`src/rtl/id_ex_operand_stage.sv`:
```
// ID/EX pipeline register with EX-stage operand forwarding and load-use bubble insertion.
// Drives ALU operands, store data and destination register for the EX/MEM register.
module id_ex_operand_stage #(
    parameter int              WIDTH   = 32,
    parameter int              REGBITS = 5,
    parameter int              CTLW    = 4,
    parameter logic [CTLW-1:0] NOP_CTL = 4'b0010
) (
    input  logic               clk,
    input  logic               rst_n,
    input  logic               Stall,
    input  logic               Flush,
    input  logic [WIDTH-1:0]   ID_Data1,
    input  logic [WIDTH-1:0]   ID_Data2,
    input  logic [WIDTH-1:0]   ID_Imm,
    input  logic [REGBITS-1:0] ID_Rs,
    input  logic [REGBITS-1:0] ID_Rt,
    input  logic [REGBITS-1:0] ID_Rd,
    input  logic               ID_UsesRt,
    input  logic [CTLW-1:0]    ID_ALUCtl,
    input  logic               ID_ALUSrc,
    input  logic               ID_RegDst,
    input  logic               ID_RegWrite,
    input  logic               ID_MemRead,
    input  logic               ID_MemWrite,
    input  logic               EXMEM_RegWrite,
    input  logic [REGBITS-1:0] EXMEM_Rd,
    input  logic [WIDTH-1:0]   EXMEM_Result,
    input  logic               MEMWB_RegWrite,
    input  logic [REGBITS-1:0] MEMWB_Rd,
    input  logic [WIDTH-1:0]   MEMWB_Result,
    output logic [WIDTH-1:0]   ALU_Data1,
    output logic [WIDTH-1:0]   ALU_Data2,
    output logic [CTLW-1:0]    ALUCtl,
    output logic [WIDTH-1:0]   EX_StoreData,
    output logic [REGBITS-1:0] EX_WriteReg,
    output logic               EX_RegWrite,
    output logic               EX_MemRead,
    output logic               EX_MemWrite,
    output logic               EX_Valid,
    output logic               LoadUse
);

    logic [WIDTH-1:0]   data1_q, data1_d, data2_q, data2_d, imm_q, imm_d;
    logic [REGBITS-1:0] rs_q, rs_d, rt_q, rt_d, rd_q, rd_d;
    logic [CTLW-1:0]    ctl_q, ctl_d;
    logic               alusrc_q, alusrc_d, regdst_q, regdst_d;
    logic               regwrite_q, regwrite_d, memread_q, memread_d;
    logic               memwrite_q, memwrite_d, valid_q, valid_d;
    logic [WIDTH-1:0]   fwd_rs, fwd_rt;

    // Newest producer wins; register $0 is hard-wired zero and never forwarded.
    function automatic logic [WIDTH-1:0] fwd_sel(
        input logic [REGBITS-1:0] r,
        input logic [WIDTH-1:0]   d,
        input logic               em_rw,
        input logic [REGBITS-1:0] em_rd,
        input logic [WIDTH-1:0]   em_res,
        input logic               mw_rw,
        input logic [REGBITS-1:0] mw_rd,
        input logic [WIDTH-1:0]   mw_res
    );
        if (em_rw && (em_rd != '0) && (em_rd == r))
            return em_res;
        else if (mw_rw && (mw_rd != '0) && (mw_rd == r))
            return mw_res;
        else
            return d;
    endfunction

    always_comb begin
        EX_WriteReg = regdst_q ? rd_q : rt_q;
        LoadUse = valid_q && memread_q && (EX_WriteReg != '0) &&
                  ((EX_WriteReg == ID_Rs) || (ID_UsesRt && (EX_WriteReg == ID_Rt)));
    end

    always_comb begin
        data1_d    = data1_q;
        data2_d    = data2_q;
        imm_d      = imm_q;
        rs_d       = rs_q;
        rt_d       = rt_q;
        rd_d       = rd_q;
        ctl_d      = ctl_q;
        alusrc_d   = alusrc_q;
        regdst_d   = regdst_q;
        regwrite_d = regwrite_q;
        memread_d  = memread_q;
        memwrite_d = memwrite_q;
        valid_d    = valid_q;
        if (Flush || (!Stall && LoadUse)) begin
            data1_d    = '0;
            data2_d    = '0;
            imm_d      = '0;
            rs_d       = '0;
            rt_d       = '0;
            rd_d       = '0;
            ctl_d      = NOP_CTL;
            alusrc_d   = 1'b0;
            regdst_d   = 1'b0;
            regwrite_d = 1'b0;
            memread_d  = 1'b0;
            memwrite_d = 1'b0;
            valid_d    = 1'b0;
        end else if (!Stall) begin
            data1_d    = ID_Data1;
            data2_d    = ID_Data2;
            imm_d      = ID_Imm;
            rs_d       = ID_Rs;
            rt_d       = ID_Rt;
            rd_d       = ID_Rd;
            ctl_d      = ID_ALUCtl;
            alusrc_d   = ID_ALUSrc;
            regdst_d   = ID_RegDst;
            regwrite_d = ID_RegWrite;
            memread_d  = ID_MemRead;
            memwrite_d = ID_MemWrite;
            valid_d    = 1'b1;
        end
    end

    always_ff @(posedge clk or negedge rst_n) begin
        if (!rst_n) begin
            data1_q    <= '0;
            data2_q    <= '0;
            imm_q      <= '0;
            rs_q       <= '0;
            rt_q       <= '0;
            rd_q       <= '0;
            ctl_q      <= NOP_CTL;
            alusrc_q   <= 1'b0;
            regdst_q   <= 1'b0;
            regwrite_q <= 1'b0;
            memread_q  <= 1'b0;
            memwrite_q <= 1'b0;
            valid_q    <= 1'b0;
        end else begin
            data1_q    <= data1_d;
            data2_q    <= data2_d;
            imm_q      <= imm_d;
            rs_q       <= rs_d;
            rt_q       <= rt_d;
            rd_q       <= rd_d;
            ctl_q      <= ctl_d;
            alusrc_q   <= alusrc_d;
            regdst_q   <= regdst_d;
            regwrite_q <= regwrite_d;
            memread_q  <= memread_d;
            memwrite_q <= memwrite_d;
            valid_q    <= valid_d;
        end
    end

    always_comb begin
        fwd_rs = fwd_sel(rs_q, data1_q, EXMEM_RegWrite, EXMEM_Rd, EXMEM_Result,
                         MEMWB_RegWrite, MEMWB_Rd, MEMWB_Result);
        fwd_rt = fwd_sel(rt_q, data2_q, EXMEM_RegWrite, EXMEM_Rd, EXMEM_Result,
                         MEMWB_RegWrite, MEMWB_Rd, MEMWB_Result);
        ALU_Data1    = fwd_rs;
        ALU_Data2    = alusrc_q ? imm_q : fwd_rt;
        EX_StoreData = fwd_rt;
        ALUCtl       = ctl_q;
        EX_RegWrite  = regwrite_q;
        EX_MemRead   = memread_q;
        EX_MemWrite  = memwrite_q;
        EX_Valid     = valid_q;
    end

endmodule

```
`config.mk`:
```
export PLATFORM = sky130hd
export DESIGN_NAME = id_ex_operand_stage
export DESIGN_NICKNAME = d
export VERILOG_FILES = /design/src/rtl/id_ex_operand_stage.sv
export SDC_FILE = /design/constraint.sdc
export NUM_CORES = 1
export LEC_CHECK = 0
export BUFFER_PORTS_ARGS = -buffer_cell sky130_fd_sc_hd__buf_2
export CAP_MARGIN = 20
export CORE_ASPECT_RATIO = 1.75
export CORE_MARGIN = 2
export CORE_UTILIZATION = 40
export DETAILED_ROUTE_END_ITERATION = 10
export MAX_ROUTING_LAYER = met4
export PLACE_DENSITY = 0.69
export SLEW_MARGIN = 30
export SYNTH_ARGS = -nofsm -noshare
export SYNTH_HDL_FRONTEND = slang
export SYNTH_SLANG_ARGS = --single-unit
```
`constraint.sdc`:
```
create_clock -name clk -period 2.7 [get_ports clk]
set_clock_uncertainty 0.05 [all_clocks]
set_input_delay 0.27 -clock clk [delete_from_list [all_inputs] [get_ports clk]]
set_output_delay 0.27 -clock clk [all_outputs]
set_load 0.1 [all_outputs]
```
==> results of run 1 <==
worst reg2reg max path, stage by stage, from the launching register on:
cell     delay [ns]
dfrtp_2        0.52
mux2i_4        0.32
xnor2_2        0.10
nor4_2         0.34
nand3_1        0.18
a21oi_4        0.22
buf_4          0.13
buf_4          0.13
buf_12         0.27
o21ai_0        0.23
final timing paths:
kind	slack [ns]	start	cells past startpoint	end
setup / recovery	-0.24	rt_q[4]	9	ALU_Data2[21]
hold / removal	0.03	ID_Rd[1]	3	rd_q[1]
setup reg to reg	0.05	regdst_q	9	data2_q[25]
hold reg to reg	0.43	data2_q[27]	2	data2_q[27]
max in group asynchronous	1.56	rst_n	3	imm_q[28]
min in group asynchronous	0.27	rst_n	2	data1_q[2]
flip-flops by register name (all words and copies together) (netlist names):
register	count
EX_RegWrite	1
imm_q	32
EX_MemWrite	1
rs_q	5
EX_MemRead	1
EX_Valid	1
data1_q	32
data2_q	32
rt_q	5
regdst_q	1
alusrc_q	1
rd_q	5
ALUCtl	4
kinds of logic (layout without fill, tap and decap cells):
kind of cell | after synthesis | in the layout | synth area share (%)
flops | 121 | 121 | 41.0
xor+xnor | 30 | 30 | 3.55
buf+inv | 70 | 458 | 6.18
compound gates | 199 | 199 | 18.2
mux | 85 | 85 | 12.0
other cells | 0 | 11 | 0
simple gates | 355 | 355 | 19.1
power by group through the flow:
stage / sequential [mW] / combinational (mW) / clock [mW]
2_1_floorplan: 2.05 / 1.46 / 0
3_3_place_gp: 2.03 / 2.43 / 0
3_5_place_dp: 2.03 / 2.45 / 0
4_1_cts: 2.00 / 2.56 / 2.29
5_1_grt: 2.03 / 2.79 / 2.39
6_report: 2.02 / 2.70 / 2.28
final cells by class:
class                   count  area (um^2)
multi-input cells         669         5400
repair buffers            420         4520
fillers                  1159         4170
flip-flops and latches    121         3040
clock buffers              19          453
well taps                 234          293
clock inverters            13          134
diodes                     11         27.5
inverters                   6         22.5
repair_timing:
item / 4_1_cts / 5_1_grt
setup buffers: 29 / 23
hold endpoints to repair: 27 / 0
hold buffers: 1 / 0
gates cloned: 8 / 8
resized for setup: 108 / 110
pin swaps: 16 / 38
setup endpoints to repair: 94 / 95
cell usage in the layout (no fill, tap or decap), drive strengths merged, types with 3 or more instances in the layout:
| cell | count |
|---|---|
| inv | 12 |
| nor2 | 46 |
| or4 | 3 |
| clkinvlp | 3 |
| nand2 | 286 |
| buf | 409 |
| clkinv | 3 |
| o21ai | 161 |
| diode | 11 |
| mux2 | 24 |
| clkbuf | 28 |
| nand3 | 6 |
| dfrtp | 120 |
| o31ai | 8 |
| and3 | 8 |
| xor2 | 10 |
| mux2i | 61 |
| xnor2 | 20 |
| a21oi | 26 |
| nor4 | 3 |
per-layer routing:
layer	routed length (um)	share of wire (%)
met5	0	0
met4	1860	5.7
met3	1830	5.6
met2	17500	54
met1	11300	35
cell usage after synthesis, drive strengths merged:
master and instances:
nor4 3, and3 8, dfstp 1, or4 3, nand2 286, a211oi 1
o2111ai 1, nand3 6, or3 1, nor3 1, mux2i 61, clkbuf 41
o32a 1, mux2 24, buf 23, o21ai 161, xor2 10, inv 6
o211ai 1, nand4 1, dfrtp 120, nor2 46, xnor2 20, o31ai 8
a21oi 26
per-stage QoR:
step                      cell area [um^2]  instances  setup WS (ns)  hold slack, ns  util [%]
after floorplan                       8070        860         -0.475         -0.0756         -
after global routing                 13900       1493         -0.338          0.0310      76.9
final                                13900       1493         -0.241          0.0350      76.9
after detailed placement             11500       1385        -0.0721           0.183      63.6
after global placement               11500       1384         -0.128           0.185      63.5
after CTS                            13000       1454         -0.224          0.0243      71.9
==> results.ini, run 1 <==
[global_routing]
grt_max_degree=120
use_met2_pct=53.7
gr-usage-met3_pct=4.75
gr-usage-all-layers_pct=31.0
overflow=0
grt_pass1_vias=8275
grt_pass1_wl_um=45200
antenna_found_initial=11
use_met1_pct=34.5
busiest_layer=met2

[power]
power.density_mw_per_mm2=504
clkPwrFrac_pct=32.6
p_int_mw=4.29
seqPwrFrac_pct=28.9
p_sw_mw=2.71
leakagePower_nw=5.90
swShare_pct=38.8
p_comb_share_pct=38.6
total_power_mw=7.00
ir_drop_mv=0.389

[sta]
grt_setup_unrepaired=true
min_period_ns=2.94
clock.fmax_ghz=0.340
timing.final.ws_setup_ns=-0.241
hold_violations=0
setup_viol=56
setup_tns_ns=-7.51
finalMaxSlewViolations=0
slew-limit-headroom_pct=52.3
worst_slew_pin_slew_ns=0.715
fin_crit_sh_pct=109

[run_status]
failed_checks=setup timing
status=finished with violations

[route]
ant_nets=0
wl_um=32500
drtPass1Iterations=4
via_count=8119
post-route-drc-count=0
drt_iter0_drc=367
routedWlPerCell_um=21.8
avgViaCountPerCell=5.44

[synth]
synthTopCellsByArea=dfrtp_1, nand2_1, o21ai_2, mux2i_1, o21ai_0
ys_seq_area_share_pct=41.0
yosysTopAreaCell=dfrtp_1
yosysTopAreaCellShare_pct=40.6
synth_cell_types=35
avgSynthCellArea_um2=8.60
netlist_instances=860
ys_ff_latch=121
ys.warnings.count=0
syn-cell-area_mm2=0.00739
syn-num-nets=1061

[die]
die_x_um=107
io_pins=311
start_util_pct=41.0
coreArea_mm2=0.0181
die_area_mm2=0.0196
fp-row-count=65
fp.dieH_um=184

[setup_path]
crit_family=buffers and inverters
cpPeakStageDelay_ns=0.47
crit_arrival_ns=2.62
path_cells=xnor2_1, nand3_1, or4_4, buf_12, buf_12, buf_16, a21oi_4, mux2_4, buf_12
crit_fanout=6
crit_path_frequent_cell=buf_12
path_class=reg2out
critPathBufInv=4
worstPathRequired_ns=2.38
timing.critical_path.to_type=output pin
cpMaxStageDelayCell=or4_4
startpoint_type=flop

[clock_tree]
h-tree-depth=4
path_clk_slew_ns=0.07
tritoncts=built
cts-buffers-inserted=17
clock-root-buffer=clkbuf_16
clkLatencyLatePin_ns=0.42
clock_path_buffers=2
clock_sinks=121

[job]
maxCapViolCount=0

[place]
portBuffers=310
hpwl_um=20500
place.gp.congestion=0.907

[final_layout]
syn2layout_area_growth_pct=87.8
final_layout_size_suffix_gt1_share_pct=59.6
nNetsFinal=1436

[worst_hold_path]
min_path_type=in2reg

No activity file was read; power rests on OpenSTA's default activity.
==> run 2, diff against run 1 <==
--- a/config.mk
+++ b/config.mk
@@ -12,7 +12,7 @@
 export CORE_UTILIZATION = 40
 export DETAILED_ROUTE_END_ITERATION = 10
 export MAX_ROUTING_LAYER = met4
-export PLACE_DENSITY = 0.69
+export PLACE_DENSITY = 0.71
 export SLEW_MARGIN = 30
 export SYNTH_ARGS = -nofsm -noshare
 export SYNTH_HDL_FRONTEND = slang
==> constraint.sdc (replaced) <==
create_clock -name clk -period 2.49 [get_ports clk]
set_clock_uncertainty 0.05 [all_clocks]
set_input_delay 0.249 -clock clk [delete_from_list [all_inputs] [get_ports clk]]
set_output_delay 0.249 -clock clk [all_outputs]
set_load 0.1 [all_outputs]
==> results.ini, run 2 (synthesized netlist as in run 1, its figures left out) <==
[power]
ir_drop_mv=0.469  ; +20%
p_int_mw=4.95  ; +16%
p_sw_mw=2.88  ; +6.2%
total_power_mw=7.83  ; +12%
leakagePower_nw=5.93  ; +0.50%
power.density_mw_per_mm2=558  ; +11%
p_comb_share_pct=37.4  ; -1.2 points
seqPwrFrac_pct=28.1  ; -0.8 points
clkPwrFrac_pct=34.5  ; +1.9 points
swShare_pct=36.8  ; -2.0 points

[worst_hold_path]
hold_depth=3  ; unchanged
min_from=ID_MemWrite
hold-path-endpoint=EX_MemWrite
min_path_type=in2reg

[route]
via_count=8227  ; +1.3%
routedWlPerCell_um=21.8  ; +0.15%
post-route-drc-count=0  ; unchanged
avgViaCountPerCell=5.54  ; +1.8%
drt_iter0_drc=476  ; +30%
ant_nets=0  ; unchanged
drtPass1Iterations=5  ; +1
wl_um=32400  ; -0.32%

[setup_path]
crit_arrival_ns=2.67  ; +0.05 ns
timing.rr.start=regdst_q
path_class=reg2out
startpoint_type=flop
worstPathRequired_ns=2.19  ; -0.19 ns
timing.critical_path.to_type=output pin
reg2regPathDepth=8  ; -1
worstReg2RegEnd=data2_q[26]
crit_fanout=15  ; +9
r2r_setup_slack_ns=0.10  ; +0.05 ns

[final_layout]
final_layout_size_suffix_gt1_share_pct=60.6  ; +0.98 points
syn2layout_area_growth_pct=89.7
final_common_cell=nand2_1
post-route-util_pct=77.7  ; +0.78 points
nNetsFinal=1424  ; -0.84%
mostFrequentLayoutCells=nand2_1, buf_2, buf_12, dfrtp_1, o21ai_2
final_cell_count_no_fill=1486  ; -0.47%
largestRegisters=data1_q: 32 flops, data2_q: 32 flops, imm_q: 32 flops

[die]
fp.dieH_um=184  ; unchanged
die_area_mm2=0.0196  ; unchanged
die_x_um=107  ; unchanged
io_pins=311  ; unchanged
fp-row-count=65  ; unchanged
start_util_pct=41.0  ; unchanged
coreArea_mm2=0.0181  ; unchanged

[sta]
finalMaxSlewViolations=0  ; unchanged
grt_setup_unrepaired=true
slew-limit-headroom_pct=52.3  ; about the same
min_period_ns=2.97
clock.fmax_ghz=0.337
timing.final.ws_setup_ns=-0.477  ; -0.236 ns
hold_violations=0  ; unchanged
setup_viol=97  ; +73%
hold-worst-slack_ns=0.0199  ; -0.0151 ns
worst_slew_pin_slew_ns=0.715  ; -0.000295 ns
fin_crit_sh_pct=119

[place]
placedCellCount=1408  ; +1.7%
portBuffers=310  ; unchanged
hpwl_um=20000  ; -2.8%
place_ws_ns=-0.0800  ; -0.00789 ns
place.gp.congestion=0.914  ; +0.68%

[clock_tree]
clock_sinks=121  ; unchanged
tritoncts=built
clock_path_buffers=2  ; unchanged
clkLatencyLatePin_ns=0.41  ; about the same
clock-root-buffer=clkbuf_16
cts-buffers-inserted=17  ; unchanged
path_clk_slew_ns=0.06  ; about the same
h-tree-depth=4  ; unchanged

[run_status]
status=finished with violations
failed_checks=setup timing

[global_routing]
antenna_found_initial=15  ; +4
gr-usage-all-layers_pct=33.1  ; +2.1 points
grt_pass1_vias=8446  ; +2.1%
overflow=0  ; unchanged
grt_max_degree=122  ; +1.7%
grt_pass1_wl_um=47700  ; +5.6%

[job]
maxCapViolCount=0  ; unchanged

[run 2: per-stage QoR]
stage	setup TNS, ns	area, um^2
floorplan	-18.33	8180
global placement	-0.0883	11700
detailed placement	-0.542	11700
CTS	-22.26	13700
global route	-33.46	14000
finish	-28.26	14000
[run 2: final cells by class]
class / instances / area [um^2]
antenna: 16 / 40.0
clock inverter: 10 / 166
tap: 234 / 293
sequential: 121 / 3040
multi-input combinational: 669 / 5630
inverter: 6 / 22.5
timing repair buffer: 408 / 4360
clock buffer: 22 / 474
fill: 1071 / 4030
[run 2: worst max-delay path, cell delays in order (launching register included)]
cell,delay [ns]
dfrtp_2,0.47
xnor2_2,0.19
nand3_2,0.12
or4_4,0.47
buf_12,0.18
buf_12,0.16
nor2_1,0.26
buf_4,0.19
nor2_4,0.04
buf_12,0.15
[run 2: per-layer routing]
layer  share of wire (%)  GRT usage [%]
met1                  34           35.1
met2                  53           55.8
met3                 6.4           7.20
met4                 6.6           20.3
met5                   0              -
[run 2: what timing repair did]
item	in CTS	in global routing
buffers inserted	22	3
gates cloned	13	1
hold endpoints to repair	120	0
setup endpoints to repair	116	103
hold buffers	1	0
pin swaps	18	10
resized for setup	184	58
[run 2: how the worst max path moves through the flow]
stage	from	end	slack [ns]	cells past startpoint
CTS	rt_q[3]	ALU_Data2[16]	-0.39	8
detailed placement	MEMWB_Rd[1]	ALU_Data2[8]	-0.08	9
finish	rt_q[2]	EX_StoreData[11]	-0.48	9
global placement	MEMWB_Rd[1]	ALU_Data2[8]	-0.07	9
global route	rt_q[0]	ALU_Data2[18]	-0.53	10
floorplan	MEMWB_Rd[1]	ALU_Data2[10]	-0.34	7
[run 2: power groups by stage]
stage	clock, mW	combinational (mW)	sequential (mW)
6_report	2.71	2.93	2.20
5_1_grt	2.82	3.02	2.21
4_1_cts	2.72	2.87	2.18
3_5_place_dp	0	2.70	2.20
3_3_place_gp	0	2.67	2.19
2_1_floorplan	0	1.60	2.22
==> run 3, diff against run 2 <==
--- a/config.mk
+++ b/config.mk
@@ -13,6 +13,7 @@
 export DETAILED_ROUTE_END_ITERATION = 10
 export MAX_ROUTING_LAYER = met4
 export PLACE_DENSITY = 0.71
+export RECOVER_POWER = 50
 export SLEW_MARGIN = 30
 export SYNTH_ARGS = -nofsm -noshare
 export SYNTH_HDL_FRONTEND = slang
==> results.ini, run 3 (synthesized netlist as in run 1, its figures left out) <==
[run_status]
status=finished with violations
failed_checks=capacitance limit, slew limit, setup timing

[die]
fp.dieH_um=184  ; unchanged
coreArea_mm2=0.0181  ; unchanged
die_area_mm2=0.0196  ; unchanged
fp-row-count=65  ; unchanged
io_pins=311  ; unchanged
die_x_um=107  ; unchanged
start_util_pct=41.0  ; unchanged

[sta]
grt_setup_unrepaired=true
fin_crit_sh_pct=119  ; about the same
min_period_ns=2.97  ; -0.00234 ns
setup_tns_ns=-28.15  ; +0.110 ns
hold_violations=0  ; unchanged
slew-limit-headroom_pct=-17.6  ; -70 points
hold-worst-slack_ns=0.0199  ; +0.00000810 ns
worst_slew_pin_slew_ns=1.76  ; +1.05 ns
finalMaxSlewViolations=122  ; +122
clock.fmax_ghz=0.337  ; about the same
setup_viol=97  ; unchanged
timing.final.ws_setup_ns=-0.475  ; +0.00234 ns

[final_layout]
final_layout_size_suffix_gt1_share_pct=60.1  ; -0.49 points
final_common_cell=nand2_1
syn2layout_area_growth_pct=89.5
nNetsFinal=1424  ; unchanged
largestRegisters=data1_q: 32 flops, data2_q: 32 flops, imm_q: 32 flops
final_cell_count_no_fill=1486  ; unchanged
fin_area_mm2=0.0140  ; -0.14%
mostFrequentLayoutCells=nand2_1, buf_2, buf_12, dfrtp_1, o21ai_2
post-route-util_pct=77.6  ; -0.11 points

[place]
place.gp.congestion=0.914  ; unchanged
placedCellCount=1408  ; unchanged
hpwl_um=20000  ; unchanged
portBuffers=310  ; unchanged
place_area_mm2=0.0117  ; unchanged

[power]
power.density_mw_per_mm2=559  ; +0.11%
leakagePower_nw=5.90  ; -0.48%
swShare_pct=36.8  ; about the same
ir_drop_mv=0.468  ; -0.16%
clkPwrFrac_pct=34.6  ; about the same
p_comb_share_pct=37.4  ; about the same
p_sw_mw=2.88  ; about the same
p_int_mw=4.95  ; about the same
seqPwrFrac_pct=28.1  ; about the same

[route]
avgViaCountPerCell=5.54  ; about the same
routedWlPerCell_um=21.8  ; -0.15%
wl_um=32300  ; -0.15%
ant_nets=0  ; unchanged
drtPass1Iterations=5  ; unchanged
via_count=8233  ; +0.073%
post-route-drc-count=0  ; unchanged
drt_iter0_drc=489  ; +2.7%

[setup_path]
cpPeakStageDelay_ns=0.47  ; about the same
cpMaxStageDelayCell=dfrtp_2
crit_arrival_ns=2.67  ; about the same
crit_path_frequent_cell=buf_12
timing.critical_path.to_type=output pin
path_cells=xnor2_2, nand3_2, or4_4, buf_12, buf_12, nor2_1, buf_4, nor2_4, buf_12
worstPathRequired_ns=2.19  ; about the same
crit_fanout=15  ; unchanged
path_class=reg2out
startpoint_type=flop

[global_routing]
grt_max_degree=122  ; unchanged
overflow=0  ; unchanged
gr-usage-all-layers_pct=33.1  ; unchanged
grt_pass1_wl_um=47700  ; unchanged
antenna_found_initial=15  ; unchanged
grt_pass1_vias=8446  ; unchanged

[clock_tree]
clkLatencyLatePin_ns=0.41  ; about the same
h-tree-depth=4  ; unchanged
clock_path_buffers=2  ; unchanged
tritoncts=built
clock-root-buffer=clkbuf_16
path_clk_slew_ns=0.06  ; about the same
cts-buffers-inserted=17  ; unchanged
clock_sinks=121  ; unchanged

[worst_hold_path]
min_path_type=in2reg

[job]
maxCapViolCount=1  ; +1

[run 3: what timing repair did]
action,in CTS,in global routing
hold buffers,1,0
pin swaps,18,10
setup buffers,22,3
endpoints found under the hold margin,120,0
endpoints found under the setup margin,116,103
resized for setup,184,58
gates cloned,13,1
[run 3: final cells by class]
class / instances / area [um^2]
inverter: 6 / 22.5
fill: 1076 / 4050
antenna: 16 / 40.0
clock inverter: 10 / 166
multi-input combinational: 669 / 5630
tap: 234 / 293
sequential: 121 / 3040
timing repair buffer: 408 / 4340
clock buffer: 22 / 474
[run 3: final timing paths]
kind                        startpoint          endpoint  slack [ns]  depth (start not counted)
max reg2reg                   regdst_q       data2_q[26]        0.09                          8
max                            rt_q[2]  EX_StoreData[11]       -0.48                          9
max in group asynchronous        rst_n           rs_q[4]        0.24                          3
min                        ID_MemWrite       EX_MemWrite        0.02                          3
min reg2reg                data2_q[12]       data2_q[12]        0.42                          2
min in group asynchronous        rst_n           rd_q[1]        0.87                          3
[run 3: per-layer routing]
layer | wire (um) | track usage [%] | vias up
met5 | 0 | - | -
li1 | - | - | 3657
met4 | 2130 | 20.3 | 0
met3 | 1850 | 7.20 | 135
met1 | 11100 | 35.1 | 4019
met2 | 17300 | 55.8 | 422
[run 3: power groups by stage]
stage | combinational, mW | clock (mW) | sequential [mW]
after global placement | 2.67 | 0 | 2.19
after detailed placement | 2.70 | 0 | 2.20
after CTS | 2.87 | 2.72 | 2.18
after global routing | 3.02 | 2.82 | 2.21
final | 2.92 | 2.71 | 2.20
after floorplan | 1.60 | 0 | 2.22
[run 3: per-stage QoR]
stage          total power [mW]  worst slack (ns)
2_1_floorplan              3.82            -0.341
3_3_place_gp               4.87           -0.0704
3_5_place_dp               4.90           -0.0800
4_1_cts                    7.77            -0.393
5_1_grt                    8.04            -0.529
6_report                   7.83            -0.475
[run 3: worst max-delay path: cells and delay by family (launching register included)]
family / cells / cell delay (ns)
and+or+nand+nor: 4 / 0.89
buffers and inverters: 4 / 0.69
DFF: 1 / 0.47
xor gates and xnor gates: 1 / 0.19
